--- src/rtl/bp_fe_cmd_scheduler.sv ---
// FE command scheduler: single-entry redirect slot with strict priority over an attaboy FIFO.
// Optional macro BP_FE_CMD_SCHED_FLUSH_EN: a redirect transfer flushes the attaboy FIFO.
module bp_fe_cmd_scheduler #(
  parameter int unsigned cmd_width_p      = 128,
  parameter int unsigned attaboy_els_p    = 4,
  parameter int unsigned drop_cnt_width_p = 8
) (
  input  logic                        clk_i,
  input  logic                        reset_n_i,
  input  logic [cmd_width_p-1:0]      cmd_i,
  input  logic                        cmd_attaboy_i,
  input  logic                        cmd_v_i,
  output logic                        cmd_ready_and_o,
  output logic [cmd_width_p-1:0]      cmd_o,
  output logic                        cmd_attaboy_o,
  output logic                        cmd_v_o,
  input  logic                        cmd_yumi_i,
  output logic [drop_cnt_width_p-1:0] drop_cnt_o,
  output logic                        idle_o
);

  localparam int unsigned ptr_w = $clog2(attaboy_els_p);
  localparam int unsigned cnt_w = ptr_w + 1;
  localparam int unsigned sum_w = drop_cnt_width_p + cnt_w + 1;

  logic                        redir_v_r;
  logic [cmd_width_p-1:0]      redir_r;
  logic [cmd_width_p-1:0]      mem [attaboy_els_p];
  logic [ptr_w-1:0]            rd_ptr_r, wr_ptr_r;
  logic [cnt_w-1:0]            count_r;
  logic [drop_cnt_width_p-1:0] drop_cnt_r;

  logic fifo_v, full, xfer, redir_xfer, ab_xfer, redir_yumi, ab_deq, ab_enq, ab_drop, flush;
  logic [cnt_w-1:0]            flush_drops, drop_add;
  logic [sum_w-1:0]            drop_sum;
  logic [drop_cnt_width_p-1:0] drop_next;

  assign fifo_v     = (count_r != '0);
  assign full       = (count_r == cnt_w'(attaboy_els_p));
  assign cmd_ready_and_o = ~redir_v_r & reset_n_i;
  assign xfer       = cmd_v_i & cmd_ready_and_o;
  assign redir_xfer = xfer & ~cmd_attaboy_i;
  assign ab_xfer    = xfer & cmd_attaboy_i;
  assign redir_yumi = cmd_yumi_i & redir_v_r;
  assign ab_deq     = cmd_yumi_i & ~redir_v_r & fifo_v;
  // A full FIFO still accepts when its head leaves in the same cycle
  assign ab_enq     = ab_xfer & (~full | ab_deq);
  assign ab_drop    = ab_xfer & ~ab_enq;

`ifdef BP_FE_CMD_SCHED_FLUSH_EN
  assign flush       = redir_xfer;
  assign flush_drops = count_r - cnt_w'(ab_deq);
`else
  assign flush       = 1'b0;
  assign flush_drops = '0;
`endif

  // Saturating drop accumulation; flush and single discard never coincide
  always_comb begin
    drop_add  = flush ? flush_drops : cnt_w'(ab_drop);
    drop_sum  = sum_w'(drop_cnt_r) + sum_w'(drop_add);
    drop_next = drop_sum[drop_cnt_width_p-1:0];
    if (drop_sum > sum_w'({drop_cnt_width_p{1'b1}})) drop_next = {drop_cnt_width_p{1'b1}};
  end

  always_ff @(posedge clk_i or negedge reset_n_i) begin
    if (!reset_n_i) begin
      redir_v_r  <= 1'b0;
      redir_r    <= '0;
      rd_ptr_r   <= '0;
      wr_ptr_r   <= '0;
      count_r    <= '0;
      drop_cnt_r <= '0;
    end else begin
      if (redir_xfer) begin
        redir_v_r <= 1'b1;
        redir_r   <= cmd_i;
      end else if (redir_yumi) begin
        redir_v_r <= 1'b0;
      end
      if (flush) begin
        rd_ptr_r <= '0;
        wr_ptr_r <= '0;
        count_r  <= '0;
      end else begin
        if (ab_deq) rd_ptr_r <= rd_ptr_r + ptr_w'(1);
        if (ab_enq) wr_ptr_r <= wr_ptr_r + ptr_w'(1);
        count_r <= count_r + cnt_w'(ab_enq) - cnt_w'(ab_deq);
      end
      drop_cnt_r <= drop_next;
    end
  end

  // Payload storage needs no reset; count gates visibility
  always_ff @(posedge clk_i) begin
    if (ab_enq) mem[wr_ptr_r] <= cmd_i;
  end

  always_comb begin
    cmd_o         = '0;
    cmd_attaboy_o = 1'b0;
    cmd_v_o       = 1'b0;
    if (redir_v_r) begin
      cmd_o   = redir_r;
      cmd_v_o = 1'b1;
    end else if (fifo_v) begin
      cmd_o         = mem[rd_ptr_r];
      cmd_attaboy_o = 1'b1;
      cmd_v_o       = 1'b1;
    end
  end

  assign drop_cnt_o = drop_cnt_r;
  assign idle_o     = ~redir_v_r & ~fifo_v;

endmodule

--- config.mk ---
export PLATFORM = sky130hd
export DESIGN_NAME = bp_fe_cmd_scheduler
export DESIGN_NICKNAME = d
export VERILOG_FILES = /design/src/rtl/bp_fe_cmd_scheduler.sv
export SDC_FILE = /design/constraint.sdc
export NUM_CORES = 1
export LEC_CHECK = 0
export ABC_AREA = 1
export ABC_CLOCK_PERIOD_IN_PS = 16250
export BUFFER_PORTS_ARGS = -buffer_cell sky130_fd_sc_hd__buf_2
export CORE_MARGIN = 1.5
export CORE_UTILIZATION = 30
export DETAILED_ROUTE_END_ITERATION = 16
export SYNTH_ARGS = -nofsm -noshare
export SYNTH_HDL_FRONTEND = slang
export SYNTH_SLANG_ARGS = --single-unit
export TNS_END_PERCENT = 100
--- constraint.sdc ---
create_clock -name clk_i -period 16.25 [get_ports clk_i]
set_input_delay 2.4375 -clock clk_i [delete_from_list [all_inputs] [get_ports clk_i]]
set_output_delay 2.4375 -clock clk_i [all_outputs]
set_load 0.01 [all_outputs]
==> flow_metrics.tcl <==
set metrics [dict create \
    power.density_nw_per_um2 165 \
    finalWirelength_microns 66000 \
    synth_cells 2436 \
    ys_seq_area_frac 0.697 \
    dr.pass1.iters 5 \
    area.growth.synth_to_final_pct 17.1 \
    p_seq_frac 0.386 \
    insertion_delay_ns 0.63 \
    num_vias 17400 \
    ys_warn_count 0 \
    leakagePower_uw 0.0132 \
    synthMuxAreaShare 0 \
    maxCapViolCount 0 \
    crit_family "buffers and inverters" \
    grt_overflow_total 0 \
    clk_pin_slew_ns 0.06 \
    yosysTopAreaCell "edfxtp_1" \
    grt_max_degree 162 \
    tns_ns 0 \
    synth.area.top_cells "edfxtp_1 56%, dfrtp_1 13%, nand2_1 13%" \
    syn_area_sq_um 27200 \
    cp.required_ns 13.81 \
    drt_iter0_markers 1254 \
    antenna_found_initial 9 \
    finalHoldViolCount 0 \
    synthFlopType "edfxtp_1" \
    vdd_ir_drop_max_uv 102 \
    hold_depth 2 \
    intPower_uw 3430 \
    synth_compound_area_frac 0.0399 \
    rr_worst_depth 8 \
    synth_top_family_by_area "simple AND/OR/NAND/NOR gates" \
    core_sq_um 90000 \
    port_buffers 272 \
    synthSimpleGateAreaFrac 0.203 \
    finalSetupViolations 0 \
    combPwrFrac 0.300 \
    hold_path_end "redir_r[110]" \
    cts_setup_buffers 0 \
    drc 0 \
    die_y_microns 304 \
    gr-usage-met3 0.0328 \
    rsz0062_at_grt "false" \
    avgSynthCellArea_sq_um 11.2 \
    worstHoldStart "redir_r[110]" \
    cp-start-kind "flip-flop" \
    place_congestion 0.707 \
    pin_count 273 \
    max_stage_delay_ns 0.96 \
    clkPwrFrac 0.314 \
    synth_adder_area_share 0.00441 \
    num_antenna_cells 0 \
    crit_arrival_ns 3.85 \
    synth.distinct_cells 25 \
    critPathSlowestCell "buf_4" \
    yosys.area.top_type_share 0.565 \
    r2r-start "redir_v_r" \
    cts_resized 0 \
    die_w_microns 304 \
    hp-class "flip-flop to flip-flop" \
    wire_per_inst_microns 16.9 \
    synthTopCellsByCount "924 x nand2_1, 512 x edfxtp_1, 392 x nand3_1" \
    drive_above_1_share 0.193 \
    status "finished clean" \
    cts_max_path_buffers 3 \
    reg2reg_slack_ns 12.30 \
    nets 2806 \
    gr-usage-met1 0.180 \
    fin_area_sq_um 31900 \
    switching_share 0.350 \
    period_minus_slack_ns 6.29 \
    numCtsBuffers 73 \
    syn-num-nets 2578 \
    rr_endpoint "redir_r[33]" \
    gr-usage-met2 0.245 \
    tightest_slew_ns 1.14 \
    ant_nets 0 \
    placed_area_sq_um 29400 \
    cts.sinks 656 \
    synthXorXnorAreaFrac 0.00161 \
    yosysMostFrequentCell "nand2_1" \
    critPathKind "flip-flop to output pin" \
    end_kind "output pin" \
    path_max_fanout 161 \
    die_area_sq_um 92600 \
    initial_core_util 0.302 \
    grt_pass1_vias 16800 \
    clock-root-buffer "clkbuf_16" \
    p_sw_uw 1840 \
    cts_tree "done" \
    fin_crit_sh 0.387 \
    place_hpwl_microns 37300 \
    fmax_mhz 159 \
    path_cells "inv_8, buf_4, nand2_1, nand3_1, nand3_1, nand2_1, buf_2" \
    grt_pass1_wl_microns 102000 \
    drv_slew 0 \
    async_reset_ff_frac 0.220 \
    htree_num_levels 3 \
    slew_headroom 0.237 \
    ys_seq_elements 656 \
    grt-busiest-layer "met2" \
    vias_per_cell 4.47 \
    num_rows 110 \
    skew_ns 0.0236 \
    track_usage 0.142 \
    ctsHoldBuffers 0 \
    synth_edf_count 512 \
    cp.buffers_inverters 3 \
]
[area by class of cell]
type,instances,area [sq um]
tap,1176,1470
sequential,656,19000
timing repair buffer,296,1560
fill,8976,58100
inverter,154,588
clock buffer,105,2110
clock inverter,30,353
multi-input combinational,1483,6820
[worst min-delay path, stage by stage (launching register included)]
cell	delay, ns
dfrtp_1	0.34
nand2_1	0.06
o21ai_2	0.04
[per-layer routing]
metal	vias up	part of all wire
met5	-	0.0015
met4	14	0.015
met3	86	0.055
met2	364	0.50
met1	8331	0.43
li1	8622	-
[power by group through the flow]
stage / sequential (uW) / clock, uW / combinational (uW)
finish: 2040 / 1660 / 1580
floorplan: 2040 / 0 / 1060
detailed placement: 2070 / 0 / 1640
CTS: 2040 / 1710 / 1640
global placement: 2070 / 0 / 1620
global route: 2050 / 1780 / 1790
[how the worst max path moves through the flow]
| stage | cells past startpoint | slack [ns] | endpoint | from |
|---|---|---|---|---|
| 2_1_floorplan | 4 | 7.47 | mem[0][0] | cmd_v_i |
| 3_3_place_gp | 4 | 10.29 | cmd_ready_and_o | reset_n_i |
| 3_5_place_dp | 4 | 10.30 | cmd_ready_and_o | reset_n_i |
| 4_1_cts | 7 | 9.69 | cmd_o[17] | rd_ptr_r[0] |
| 5_1_grt | 7 | 9.52 | cmd_o[17] | rd_ptr_r[0] |
| 6_report | 7 | 9.96 | cmd_o[17] | rd_ptr_r[0] |
[cell usage in the layout, fill, tap and decap left out, types with 18 or more instances in the layout]
master       n
buf_2      271
buf_4       23
clkbuf_1    18
clkbuf_16   75
dfrtp_1    141
edfxtp_1   512
inv_1      151
nand2_1    924
nand3_1    392
o21ai_0     18
o21ai_2    108
[per-stage QoR]
stage	utilization	instances	hold slack [ns]	worst slack [ns]	power (uW)
3_5_place_dp	0.327	3765	0.467	10.30	3710
2_1_floorplan	-	2436	0.453	7.47	3090
4_1_cts	0.354	3900	0.482	9.69	5390
6_report	0.354	3900	0.479	9.96	5280
5_1_grt	0.354	3900	0.489	9.52	5620
3_3_place_gp	0.327	3765	0.464	10.29	3690
[sequential cells by signal, indices dropped and copies added, names as in the netlist]
name / count
rd_ptr_r: 2
redir_v_r: 1
mem: 512
drop_cnt_o: 8
redir_r: 128
wr_ptr_r: 2
count_r: 3
[logic make-up after synthesis]
family          count (synthesis)
flops                         656
buf+inv                       297
simple gates                 1334
xor+xnor                        5
fa+ha+maj                       9
compound gates                135
Power figures use the tool's default switching activity.
